**config.mk**
```make
export PLATFORM = sky130hd
export DESIGN_NAME = rf_bypass_multi
export DESIGN_NICKNAME = d
export VERILOG_FILES = /design/src/rtl/rf_bypass_multi.sv
export SDC_FILE = /design/constraint.sdc
export NUM_CORES = 1
export LEC_CHECK = 0
export CAP_MARGIN = 15
export CORE_ASPECT_RATIO = 0.6
export CORE_MARGIN = 10
export CORE_UTILIZATION = 63
export DETAILED_ROUTE_END_ITERATION = 10
export PLACE_DENSITY = 0.87
export SLEW_MARGIN = 20
export SYNTH_ARGS = -nofsm -noshare
export SYNTH_HDL_FRONTEND = slang
export SYNTH_SLANG_ARGS = --single-unit
```
**constraint.sdc**
```tcl
create_clock -name clk -period 5.2 [get_ports clk]
set_input_delay 0.52 -clock clk [delete_from_list [all_inputs] [get_ports clk]]
set_output_delay 0.52 -clock clk [all_outputs]
set_load 0.02 [all_outputs]
```
**src/rtl/rf_bypass_multi.sv**
```systemverilog
// rf_bypass_multi: parametrised register file with two prioritised write
// ports (B over A), combinational reads with same-cycle write bypass on
// every read port, optional hardwired-zero register 0, a write-collision
// flag and a sticky copy of that flag.
module rf_bypass_multi #(
  parameter int WIDTH    = 16,
  parameter int ADDR_W   = 3,
  parameter int NREAD    = 2,
  parameter int ZERO_REG = 0
) (
  input  logic                      clk,
  input  logic                      rst,
  input  logic [NREAD*ADDR_W-1:0]   readRegSel,
  output logic [NREAD*WIDTH-1:0]    readData,
  input  logic [ADDR_W-1:0]         writeRegSelA,
  input  logic [WIDTH-1:0]          writeDataA,
  input  logic                      writeEnA,
  input  logic [ADDR_W-1:0]         writeRegSelB,
  input  logic [WIDTH-1:0]          writeDataB,
  input  logic                      writeEnB,
  output logic                      err,
  output logic                      errSticky
);

  localparam int   DEPTH  = 1 << ADDR_W;
  localparam logic ZERO_EN = (ZERO_REG != 0);

  logic [WIDTH-1:0] regFile [DEPTH];
  logic             errStickyReg;

  // Writes into register 0 are dropped when it is hardwired to zero.
  logic writeOkA;
  logic writeOkB;
  assign writeOkA = writeEnA && !(ZERO_EN && (writeRegSelA == '0));
  assign writeOkB = writeEnB && !(ZERO_EN && (writeRegSelB == '0));

  // Collision flag is diagnostic only; masked while in reset.
  assign err = !rst && writeEnA && writeEnB && (writeRegSelA == writeRegSelB);

  // Storage update: A first, then B, so B overrides A on a shared address.
  always_ff @(posedge clk) begin
    if (rst) begin
      for (int i = 0; i < DEPTH; i++) begin
        regFile[i] <= '0;
      end
    end else begin
      if (writeOkA) begin
        regFile[writeRegSelA] <= writeDataA;
      end
      if (writeOkB) begin
        regFile[writeRegSelB] <= writeDataB;
      end
    end
  end

  // Sticky error accumulates collisions until the next reset.
  always_ff @(posedge clk) begin
    if (rst) begin
      errStickyReg <= 1'b0;
    end else begin
      errStickyReg <= errStickyReg | err;
    end
  end

  assign errSticky = errStickyReg;

  genvar gi;
  generate
    for (gi = 0; gi < NREAD; gi++) begin : g_read
      logic [ADDR_W-1:0] portSel;
      logic [WIDTH-1:0]  readVal;

      assign portSel = readRegSel[gi*ADDR_W +: ADDR_W];

      // Read mux: bypass order mirrors write priority so the value seen
      // now equals what the register will hold after the edge.
      always_comb begin
        readVal = regFile[portSel];
        if (rst) begin
          readVal = '0;
        end else if (ZERO_EN && (portSel == '0)) begin
          readVal = '0;
        end else if (writeEnB && (writeRegSelB == portSel)) begin
          readVal = writeDataB;
        end else if (writeEnA && (writeRegSelA == portSel)) begin
          readVal = writeDataA;
        end
      end

      assign readData[gi*WIDTH +: WIDTH] = readVal;
    end
  endgenerate

endmodule

```
==> results of run 1 <==
layout make-up:
class                      count  share of cell area (%)
sequential                   129                    39.1
clock buffer                  18                    4.35
clock inverter                13                    1.90
tap                          170                    2.15
timing repair buffer         101                    9.89
antenna                        1                  0.0254
multi-input combinational    483                    42.5
routing by layer:
| layer | part of all wire (%) | up-vias | GRT usage [%] | wire length (um) |
|---|---|---|---|---|
| met5 | 0 | - | 0 | 0 |
| met4 | 1.4 | 0 | 5.86 | 412 |
| met3 | 19 | 63 | 14.2 | 5430 |
| met2 | 43 | 691 | 46.7 | 12700 |
| met1 | 37 | 3489 | 42.0 | 10600 |
| li1 | - | 2894 | - | - |
registers in the layout, indices dropped and copies added (netlist names):
| signal | cells |
|---|---|
| regFile | 128 |
| errSticky | 1 |
report_power, final:
part / switching, uW / leakage, uW / internal (uW) / total (uW)
clock: 479 / 0.000281 / 800 / 1280
sequential: 47.2 / 0.00126 / 1230 / 1280
combinational: 352 / 0.00195 / 247 / 599
how the worst max path moves through the flow:
stage                    start      endpoint  slack (ns)  cells after the start
2_1_floorplan  writeRegSelA[0]  readData[14]        2.53                      7
6_report         readRegSel[4]  readData[22]        1.09                      7
3_5_place_dp     readRegSel[4]  readData[28]        1.12                      6
4_1_cts          readRegSel[4]  readData[16]        1.12                      6
5_1_grt          readRegSel[4]  readData[21]        1.00                      7
3_3_place_gp     readRegSel[4]  readData[28]        1.18                      6
stage by stage:
stage | power [uW] | instances | util [%] | cell area, um2
after floorplan | 1640 | 711 | - | 8470
after global placement | 1840 | 883 | 70.8 | 9210
after detailed placement | 1870 | 883 | 70.9 | 9220
after CTS | 3130 | 914 | 75.6 | 9840
after global routing | 3220 | 914 | 75.8 | 9870
final | 3160 | 915 | 75.9 | 9870
synthesized netlist by cell type:
cell type / count
nand3b_1: 3
nor2_4: 3
or3b_1: 1
nand4_1: 4
nand2b_2: 1
edfxtp_1: 128
nor3_2: 7
nand3_1: 32
a311o_1: 4
a41oi_1: 1
a22o_1: 128
clkbuf_1: 34
nor2_2: 2
dfxtp_1: 1
buf_1: 27
mux2i_1: 64
nor2b_1: 5
xnor2_1: 12
and4_1: 2
nor4_1: 1
o21ba_2: 1
a211o_1: 3
nor4_4: 1
buf_2: 27
nor2_1: 36
nor3_4: 1
buf_6: 1
buf_4: 10
nand2b_1: 36
a22oi_1: 32
mux4_2: 32
xor2_1: 3
o21ai_0: 1
a311oi_1: 32
nor4_2: 1
nand2_1: 34
cell families (layout without fill, tap and decap cells):
| logic type | after synthesis | count (layout) | share of synthesized area, % |
|---|---|---|---|
| simple gates | 170 | 170 | 11.0 |
| buf+inv | 99 | 132 | 5.32 |
| flops | 129 | 129 | 45.6 |
| compound gates | 202 | 202 | 20.4 |
| xor+xnor | 15 | 15 | 1.55 |
| mux | 96 | 96 | 16.1 |
| other cells | 0 | 1 | 0 |
critical path: cells and delay by family:
family	cells	cell delay, ns
buffers and inverters	4	2.17
AOI/OAI and AO/OA	1	0.30
xor gates and xnor gates	1	0.15
and+or+nand+nor	1	0.42
==> metrics.csv, run 1 <==
stage,metric,value,unit
outcome,status,"complete, no violations",
pwr,irDropWorstVdd,0.000355,V
clock_tree,cts.sinks,129,
sta,skew,0,ns
layout,syn_to_final_growth,16.5,%
flow_run,maxCapViolCount,0,
min_path,hold_path.startpoint,errSticky$_SDFF_PP0_,
yosys,avgSynthCellArea,11.9,um2
drt,routed_via_density,7.80,
layout,layout_common_cells,"128 x a22o_1, 128 x edfxtp_1, 79 x clkdlybuf4s50_1, 64 x mux2i_1",
drt,routedWlPerCell,31.9,um
min_path,min_path_type,reg2reg,
clock_tree,post-cts-setup-buffers,0,
grt,grt_max_degree,47,
clock_tree,path_clk_slew,0.06,ns
grt,gr-total-overflow,0,
sta,maxSlewViolCount,0,
die,dieArea,18600,um2
placed_design,hpwl,19.7,mm
critical_path,worst-path-max-fanout,15,
sta,final.setup.tns,0,ns
drt,ant_nets,0,
sta,post-route-period-util,79.0,%
critical_path,crit_type,in2out,
clock_tree,cts_resized,0,
die,start_util,65.1,%
placed_design,io_buffers,81,
clock_tree,insertion_delay,0.41,ns
placed_design,dp_slack,1.12,ns
clock_tree,cts-hold-fix-buffers,0,
die,rows,32,
clock_tree,cts_tree,built,
yosys,synth_fp_nets,759,
yosys,synth_seq_area_share,45.6,%
die,die_w,170,um
sta,setup_violations,0,
critical_path,arrival,3.59,ns
die,die_h,110,um
yosys,yosys.area.top_type_share,45.4,%
clock_tree,ctsHtreeMaxLevel,4,
critical_path,cp.required,4.68,ns
yosys,synth-seq-cells,129,
sta,period_minus_slack,4.11,ns
grt,grt_pass1_wl,43.4,mm
drt,vias,7137,
pwr,p_per_area,320,nW/um2
critical_path,cp-end-kind,output pin,
min_path,whs_endpoint,errSticky$_SDFF_PP0_,
layout,fin_nets,780,
drt,dr.pass1.iters,6,
layout,final_layout_size_suffix_gt1_share,13.7,%
yosys,synth_top_area_cell,edfxtp_1,
sta,layout_setup_ws,1.09,ns
critical_path,r2r-start,errSticky$_SDFF_PP0_,
yosys,syn-cell-area,8470,um2
grt,track_usage,31.4,%
grt,grt_pass1_vias,6793,
clock_tree,cts_buffers,17,
drt,drtIter0Drc,1078,
placed_design,gp_congestion,1.02,
min_path,holdPathStages,1,
drt,wl,29.2,mm
die,fp.coreArea,13000,um2
sta,whs,0.504,ns
critical_path,worst_setup_path_start_kind,primary input,
critical_path,cp_cell_sequence,clkdlybuf4s50_1 > buf_4 > xnor2_1 > nand4_1 > buf_4 > a311oi_1 > clkdlybuf4s50_1,
yosys,syn_inst,711,
pwr,leakagePower,0.00349,uW
yosys,ys_warn_count,0,
yosys,synth.distinct_cells,36,
critical_path,cpPeakStageDelay,0.80,ns
sta,tightest_slew,1.14,ns
critical_path,slowest_stage,clkdlybuf4s50_1,
critical_path,worstReg2RegEnd,errSticky$_SDFF_PP0_,
grt,antenna_found_initial,2,
layout,fillers,785,
critical_path,ff2ff_path_depth,1,
yosys,ys_top_cells_by_area,"edfxtp_1 45%, a22o_1 13%, mux4_2 8.5%",
layout,multi_input_area,4200,um2
drt,route.detailed.drc,0,
clock_tree,cts-root-buf,clkbuf_16,
critical_path,rrSetupSlack,4.58,ns
layout,regArea,3860,um2
clock_tree,cts.path.max_buffers,2,
sta,max_slew_margin,23.2,%
sta,fmax,243,MHz
sta,rsz0062_at_grt,no,
sta,finalHoldViolCount,0,
die,ios,82,
(Power assumes the default switching activity.)
==> run 2: changes to the inputs <==
CORE_UTILIZATION = 58   (was 63)
PLACE_DENSITY = 0.81   (was 0.87)
clock period = 4.3 ns   (was 5.2 ns; I/O delays follow)
==> run 2 against run 1 <==
  * Sequential power is 20% higher
  * Critical path type unchanged
  * Critical path depth stayed put
  * First-iteration DRC count is 20% higher
  * Hold slack better by 0.0017 ns
  * Clock power is 9% higher
  * Critical endpoint is now readData[13]
==> metrics.csv, run 2 (synthesized netlist as in run 1, its figures left out) <==
stage,metric,value,unit,change
layout,syn_to_final_growth,17.7,%,
pwr,p_int,2590,uW,+14%
drt,wl,31.1,mm,+6.7%
layout,fillers,1044,,+33%
grt,grt_max_degree,46,,-2.1%
grt,grt_pass1_vias,7306,,+7.6%
die,rows,34,,+6.3%
layout,layout_common_cells,"128 x a22o_1, 128 x edfxtp_1, 79 x clkdlybuf4s50_1, 64 x mux2i_1, 43 x buf_4",,
drt,route.detailed.drc,0,,unchanged
clock_tree,cts.sinks,129,,unchanged
placed_design,hpwl,20.6,mm,+4.8%
sta,layout_setup_ws,0.0251,ns,-1.07 ns
sta,rsz0062_at_grt,no,,
clock_tree,cts_buffers,17,,unchanged
layout,top_register,regFile,,
pwr,p_sw_share,29.2,%,+1.4 points
clock_tree,post-cts-setup-buffers,0,,unchanged
critical_path,r2r-start,errSticky$_SDFF_PP0_,,
sta,max_slew_margin,34.7,%,+11 points
pwr,p_seq_share,42.0,%,+1.5 points
min_path,min_path_type,reg2reg,,
critical_path,cp-end-kind,output pin,,
clock_tree,insertion_delay,0.42,ns,about the same
critical_path,crit_type,in2out,,
sta,finalHoldViolCount,0,,unchanged
layout,antennaDiodeCount,0,,-1
critical_path,cp_cell_sequence,clkdlybuf4s50_1 > xnor2_1 > and4_1 > buf_4 > nand2_1 > a311oi_1 > clkdlybuf4s50_1,,
clock_tree,cts-hold-fix-buffers,0,,unchanged
sta,fmax,234,MHz,
drt,drtIter0Drc,1289,,+20%
die,die_w,176,um,+3.7%
die,start_util,58.9,%,-6.2 points
sta,setup_violations,0,,unchanged
layout,fin_nets,804,,+3.1%
die,ios,82,,unchanged
clock_tree,cts_tree,built,,
critical_path,slowest_stage,clkdlybuf4s50_1,,
die,die_h,114,um,+3.5%
critical_path,cpPeakStageDelay,0.78,ns,-0.02 ns
sta,skew,0,ns,unchanged
critical_path,worst_setup_path_start_kind,primary input,,
die,dieArea,20000,um2,+7.3%
critical_path,critPathTopFamily,buffers and inverters,,
critical_path,cp_num_cells,7,,unchanged
placed_design,dp_slack,0.199,ns,-0.925 ns
clock_tree,ctsHtreeMaxLevel,4,,unchanged
clock_tree,cts_resized,0,,unchanged
min_path,holdPathStages,1,,unchanged
critical_path,arrival,3.84,ns,+0.25 ns
critical_path,rrSetupSlack,3.68,ns,-0.90 ns
placed_design,gp_congestion,0.957,,-5.8%
drt,routedWlPerCell,32.2,um,+1.1%
critical_path,worstReg2RegEnd,errSticky$_SDFF_PP0_,,
min_path,hold_path.startpoint,errSticky$_SDFF_PP0_,,
pwr,p_per_area,368,nW/um2,+15%
drt,dr.pass1.iters,5,,-1
grt,track_usage,30.8,%,-0.59 points
grt,antenna_found_initial,1,,-1
grt,gr-total-overflow,0,,unchanged
drt,ant_nets,0,,unchanged
layout,largest_reg_flops,128,,unchanged
layout,regArea,3860,um2,unchanged
drt,vias,7407,,+3.8%
outcome,status,"complete, no violations",,
flow_run,maxCapViolCount,0,,unchanged
pwr,irDropWorstVdd,0.000240,V,-32%
sta,post-route-period-util,99.4,%,
clock_tree,path_clk_slew,0.06,ns,about the same
drt,routed_via_density,7.67,,-1.7%
critical_path,cp_common_cell,clkdlybuf4s50_1,,
pwr,power_frac_clock,37.9,%,-2.6 points
sta,period_minus_slack,4.27,ns,
critical_path,crit_path_end,readData[13],,
critical_path,worst-path-max-fanout,13,,-2
pwr,combPwrFrac,20.1,%,+1.1 points
die,fp.coreArea,14400,um2,+10%
grt,grt_pass1_wl,45.9,mm,+5.7%
layout,final_layout_size_suffix_gt1_share,16.3,%,+2.6 points
sta,final.setup.tns,0,ns,unchanged
critical_path,cp.required,3.87,ns,-0.81 ns
pwr,power_switching,1070,uW,+22%
critical_path,ff2ff_path_depth,1,,unchanged
critical_path,crit_buf_inv,3,,-1
pwr,leakagePower,0.00358,uW,+2.5%
sta,maxSlewViolCount,0,,unchanged
clock_tree,cts-root-buf,clkbuf_16,,
sta,tightest_slew,0.980,ns,-0.164 ns
placed_design,io_buffers,81,,unchanged
layout,multi_input_area,4160,um2,-0.95%
clock_tree,cts.path.max_buffers,2,,unchanged
critical_path,cp-startpoint,writeRegSelA[2],,
## run 2: changes by cell type in the layout (fill, tap and decap cells not counted), moves of 2 or more
cell        before  now
buf_12           2    0
nor3_4           7    1
bufinv_16        4    1
clkinvlp_4       6    4
buf_4           18   43
clkinv_4         1    5
nor3_2           1    7
## run 2: layout make-up
class	instances	share of cell area (%)
clock buffer	17	4.27
clock inverter	14	1.37
multi-input combinational	483	41.7
sequential	129	38.8
tap	198	2.48
timing repair buffer	125	11.4
## run 2: power groups by stage
stage / logic [uW] / clock network, uW / registers (uW)
finish: 737 / 1390 / 1540
global route: 762 / 1450 / 1550
CTS: 715 / 1380 / 1540
detailed placement: 710 / 0 / 1560
global placement: 701 / 0 / 1550
floorplan: 439 / 0 / 1540
## run 2: layer usage
layer / part of all wire, % / vias to the layer above / global-route usage (%)
met5: 0.058 / - / 0
met4: 2.7 / 2 / 11.4
met3: 16 / 96 / 12.3
met2: 44 / 731 / 44.6
met1: 37 / 3633 / 41.0
li1: - / 2945 / -
## run 2: worst min path at each step
stage / endpoint
finish: errSticky$_SDFF_PP0_
global placement: errSticky$_SDFF_PP0_
detailed placement: errSticky$_SDFF_PP0_
floorplan: errSticky$_SDFF_PP0_
CTS: errSticky$_SDFF_PP0_
global route: errSticky$_SDFF_PP0_
## run 2: per-stage QoR
step                cells  hold slack [ns]  total power (uW)  utilization [%]  instance area (um2)
CTS                   965            0.506              3640             69.2                 9960
floorplan             711            0.611              1980                -                 8470
detailed placement    934            0.492              2270             65.3                 9390
global placement      934            0.464              2250             65.3                 9390
global route          966            0.540              3760             69.3                 9970
finish                966            0.505              3670             69.3                 9970
==> run 3: changes to the inputs <==
ABC_AREA = 1   (was unset)
CORE_UTILIZATION = 55   (was 58)
PLACE_DENSITY = 0.77   (was 0.81)
==> run 3 against run 2 <==
  * Clock power grew 8%
  * Wire length grew 12%
  * Global-route usage increased by 0.20 points
  * Non-clock buffer count shrank 23
  * Total power rose by 4.8%
  * Hold slack lost 0.054 ns
  * Maximum frequency rose by 18%
  * Final area increased by 4.1%
  * Flip-flop and latch count did not move
==> metrics.csv, run 3 <==
stage,metric,value,unit,change
clock_tree,cts-hold-fix-buffers,0,,unchanged
layout,regArea,3860,um2,unchanged
sta,skew,0,ns,unchanged
placed_design,dp_cells,1435,,+54%
die,die_w,186,um,+5.4%
critical_path,r2r-start,errSticky$_SDFF_PP0_,,
clock_tree,cts_buffers,17,,unchanged
layout,top_register,regFile,,
sta,tightest_slew,0.920,ns,-0.0601 ns
pwr,irDropWorstVdd,0.000298,V,+24%
sta,finalHoldViolCount,0,,unchanged
clock_tree,insertion_delay,0.42,ns,about the same
layout,largest_reg_flops,128,,unchanged
yosys,synth_commonest_cells,"439 x nand2_1, 245 x nand3_1, 128 x edfxtp_1, 128 x o22ai_1, 58 x inv_1",,
critical_path,cp-end-kind,output pin,,
placed_design,dp_slack,0.729,ns,+0.529 ns
drt,ant_nets,0,,unchanged
die,dieArea,22100,um2,+11%
critical_path,worst-path-max-fanout,17,,+4
yosys,yosys.area.top_type_share,42.5,%,-2.9 points
sta,rsz0062_at_grt,no,,
die,rows,36,,+5.9%
clock_tree,cts.sinks,129,,unchanged
layout,final_common_cell,nand2_1,,
sta,maxSlewViolCount,0,,unchanged
critical_path,ff2ff_path_depth,2,,+1
die,ios,82,,unchanged
grt,track_usage,31.0,%,+0.20 points
min_path,holdPathStages,2,,+1
yosys,synth_edf_count,128,,unchanged
drt,route.detailed.drc,0,,unchanged
sta,max_slew_margin,38.5,%,+3.9 points
layout,syn_to_final_growth,14.7,%,
grt,grt_pass1_wl,52.2,mm,+14%
sta,post-route-period-util,84.4,%,-15 points
die,die_h,119,um,+5.0%
sta,whs,0.452,ns,-0.0536 ns
clock_tree,ctsHtreeMaxLevel,4,,unchanged
yosys,ys_top_cells_by_area,"edfxtp_1 43%, nand2_1 18%, nand3_1 14%",,
clock_tree,cts_resized,0,,unchanged
grt,grt_use_met2,41.5,%,-3.1 points
flow_run,maxCapViolCount,0,,unchanged
pwr,p_per_area,370,nW/um2,+0.72%
clock_tree,post-cts-setup-buffers,0,,unchanged
sta,final.setup.tns,0,ns,unchanged
yosys,synth_top_area_cell,edfxtp_1,,
layout,fin_nets,1293,,+61%
yosys,ys.flop_type,edfxtp_1,,
drt,vias,9664,,+30%
yosys,syn_inst,1207,,+70%
min_path,whs_endpoint,errSticky$_SDFF_PP0_,,
drt,dr.pass1.iters,6,,+1
yosys,synth_seq_area_share,42.7,%,-2.9 points
yosys,synth-seq-cells,129,,unchanged
critical_path,cp.required,3.87,ns,about the same
layout,final_cells,1467,,+52%
sta,layout_setup_ws,0.669,ns,+0.644 ns
placed_design,hpwl,23.0,mm,+12%
grt,gr-total-overflow,0,,unchanged
placed_design,io_buffers,81,,unchanged
yosys,ys_warn_count,0,,unchanged
yosys,synth_fp_nets,1255,,+65%
die,fp.coreArea,16200,um2,+12%
outcome,status,"complete, no violations",,
layout,layout_common_cells,"439 x nand2_1, 245 x nand3_1, 128 x o22ai_1, 128 x edfxtp_1, 79 x clkdlybuf4s50_1",,
critical_path,arrival,3.20,ns,-0.64 ns
drt,routedWlPerCell,23.8,um,-26%
critical_path,rrSetupSlack,3.75,ns,+0.07 ns
placed_design,gp_congestion,0.982,,+2.7%
grt,use_met3,17.2,%,+4.9 points
drt,routed_via_density,6.59,,-14%
yosys,syn-cell-area,9040,um2,+6.7%
clock_tree,cts-root-buf,clkbuf_16,,
sta,fmax,275,MHz,+18%
die,start_util,55.9,%,-3.0 points
clock_tree,path_clk_slew,0.06,ns,about the same
sta,setup_violations,0,,unchanged
critical_path,worstReg2RegEnd,errSticky$_SDFF_PP0_,,
drt,wl,35.0,mm,+12%
layout,fillers,1398,,+34%
layout,antennaDiodeCount,0,,unchanged
grt,busiest_layer,met1,,
grt,antenna_found_initial,0,,-1
min_path,hold_path.startpoint,errSticky$_SDFF_PP0_,,
critical_path,worst_setup_path_start_kind,primary input,,
yosys,synthArstFlopShare,0,%,unchanged
min_path,min_path_type,reg2reg,,
clock_tree,cts.path.max_buffers,2,,unchanged
grt,gr-usage-met1,41.9,%,+0.95 points
grt,grt_pass1_vias,8673,,+19%
drt,drtIter0Drc,1919,,+49%
pwr,leakagePower,0.00422,uW,+18%
yosys,synth.distinct_cells,27,,-25%
layout,final_layout_size_suffix_gt1_share,9.14,%,-7.1 points
sta,period_minus_slack,3.63,ns,-0.644 ns
yosys,synth_most_common_cell,nand2_1,,
yosys,avgSynthCellArea,7.49,um2,-37%
clock_tree,cts_tree,built,,
grt,grt_max_degree,65,,+41%
critical_path,crit_type,in2out,,
layout,multi_input_area,4380,um2,+5.4%
run 3: cell types whose count changed in the layout (fill, tap and decap cells not counted), sizes merged, moves of 32 or more:
| cell | previous run | this run |
|---|---|---|
| a21oi | 0 | 33 |
| a22o | 128 | 0 |
| a22oi | 32 | 0 |
| a311oi | 32 | 0 |
| inv | 3 | 70 |
| mux2i | 64 | 0 |
| mux4 | 32 | 0 |
| nand2 | 34 | 457 |
| nand2b | 37 | 0 |
| nand3 | 32 | 247 |
| o22ai | 0 | 128 |
run 3: cells by family after synthesis:
group | after synthesis | share of synthesized area (%)
buffers and inverters | 166 | 8.79
and+or+nand+nor | 743 | 36.3
AOI/OAI and AO/OA | 166 | 11.9
xor gates and xnor gates | 3 | 0.291
DFF | 129 | 42.7
run 3: worst max path at each step:
stage                         start                 endpoint  slack, ns  cells past startpoint
floorplan           writeRegSelA[2]  regFile[0][0]$_DFFE_PP_       2.19                      4
global placement      readRegSel[4]             readData[16]       0.74                      9
detailed placement  writeRegSelB[2]             readData[20]       0.73                      8
CTS                 writeRegSelB[2]             readData[20]       0.72                      8
global route          readRegSel[4]             readData[29]       0.59                      9
finish                readRegSel[4]             readData[16]       0.67                      9
run 3: cell type report:
type	count	area share [%]
sequential	129	37.2
clock buffer	20	4.21
multi-input combinational	912	42.3
inverter	83	3.03
clock inverter	12	1.51
timing repair buffer	102	9.24
tap	209	2.52
run 3: worst max-delay path: stages:
cell,delay [ns]
clkdlybuf4s50_1,0.60
inv_2,0.26
nand2_1,0.12
nand2_1,0.09
nor2_4,0.42
nand2_2,0.38
nand3_1,0.25
a21oi_1,0.09
clkdlybuf4s50_1,0.55
run 3: metrics by stage:
stage / instance area (um2) / util (%) / total power [uW]
floorplan: 9040 / - / 2030
global placement: 9780 / 60.5 / 2310
detailed placement: 9780 / 60.5 / 2330
CTS: 10400 / 64.2 / 3780
global route: 10400 / 64.2 / 3940
finish: 10400 / 64.2 / 3840
run 3: power by group:
group / internal, uW / total, uW / switching [uW]
clock network: 915 / 1500 / 581
registers: 1480 / 1530 / 49.9
logic: 254 / 812 / 558
run 3: routing by layer:
metal | wire, um | vias up
met2 | 13600 | 967
met5 | 74 | -
li1 | - | 4246
met4 | 451 | 2
met3 | 7530 | 63
met1 | 13300 | 4386
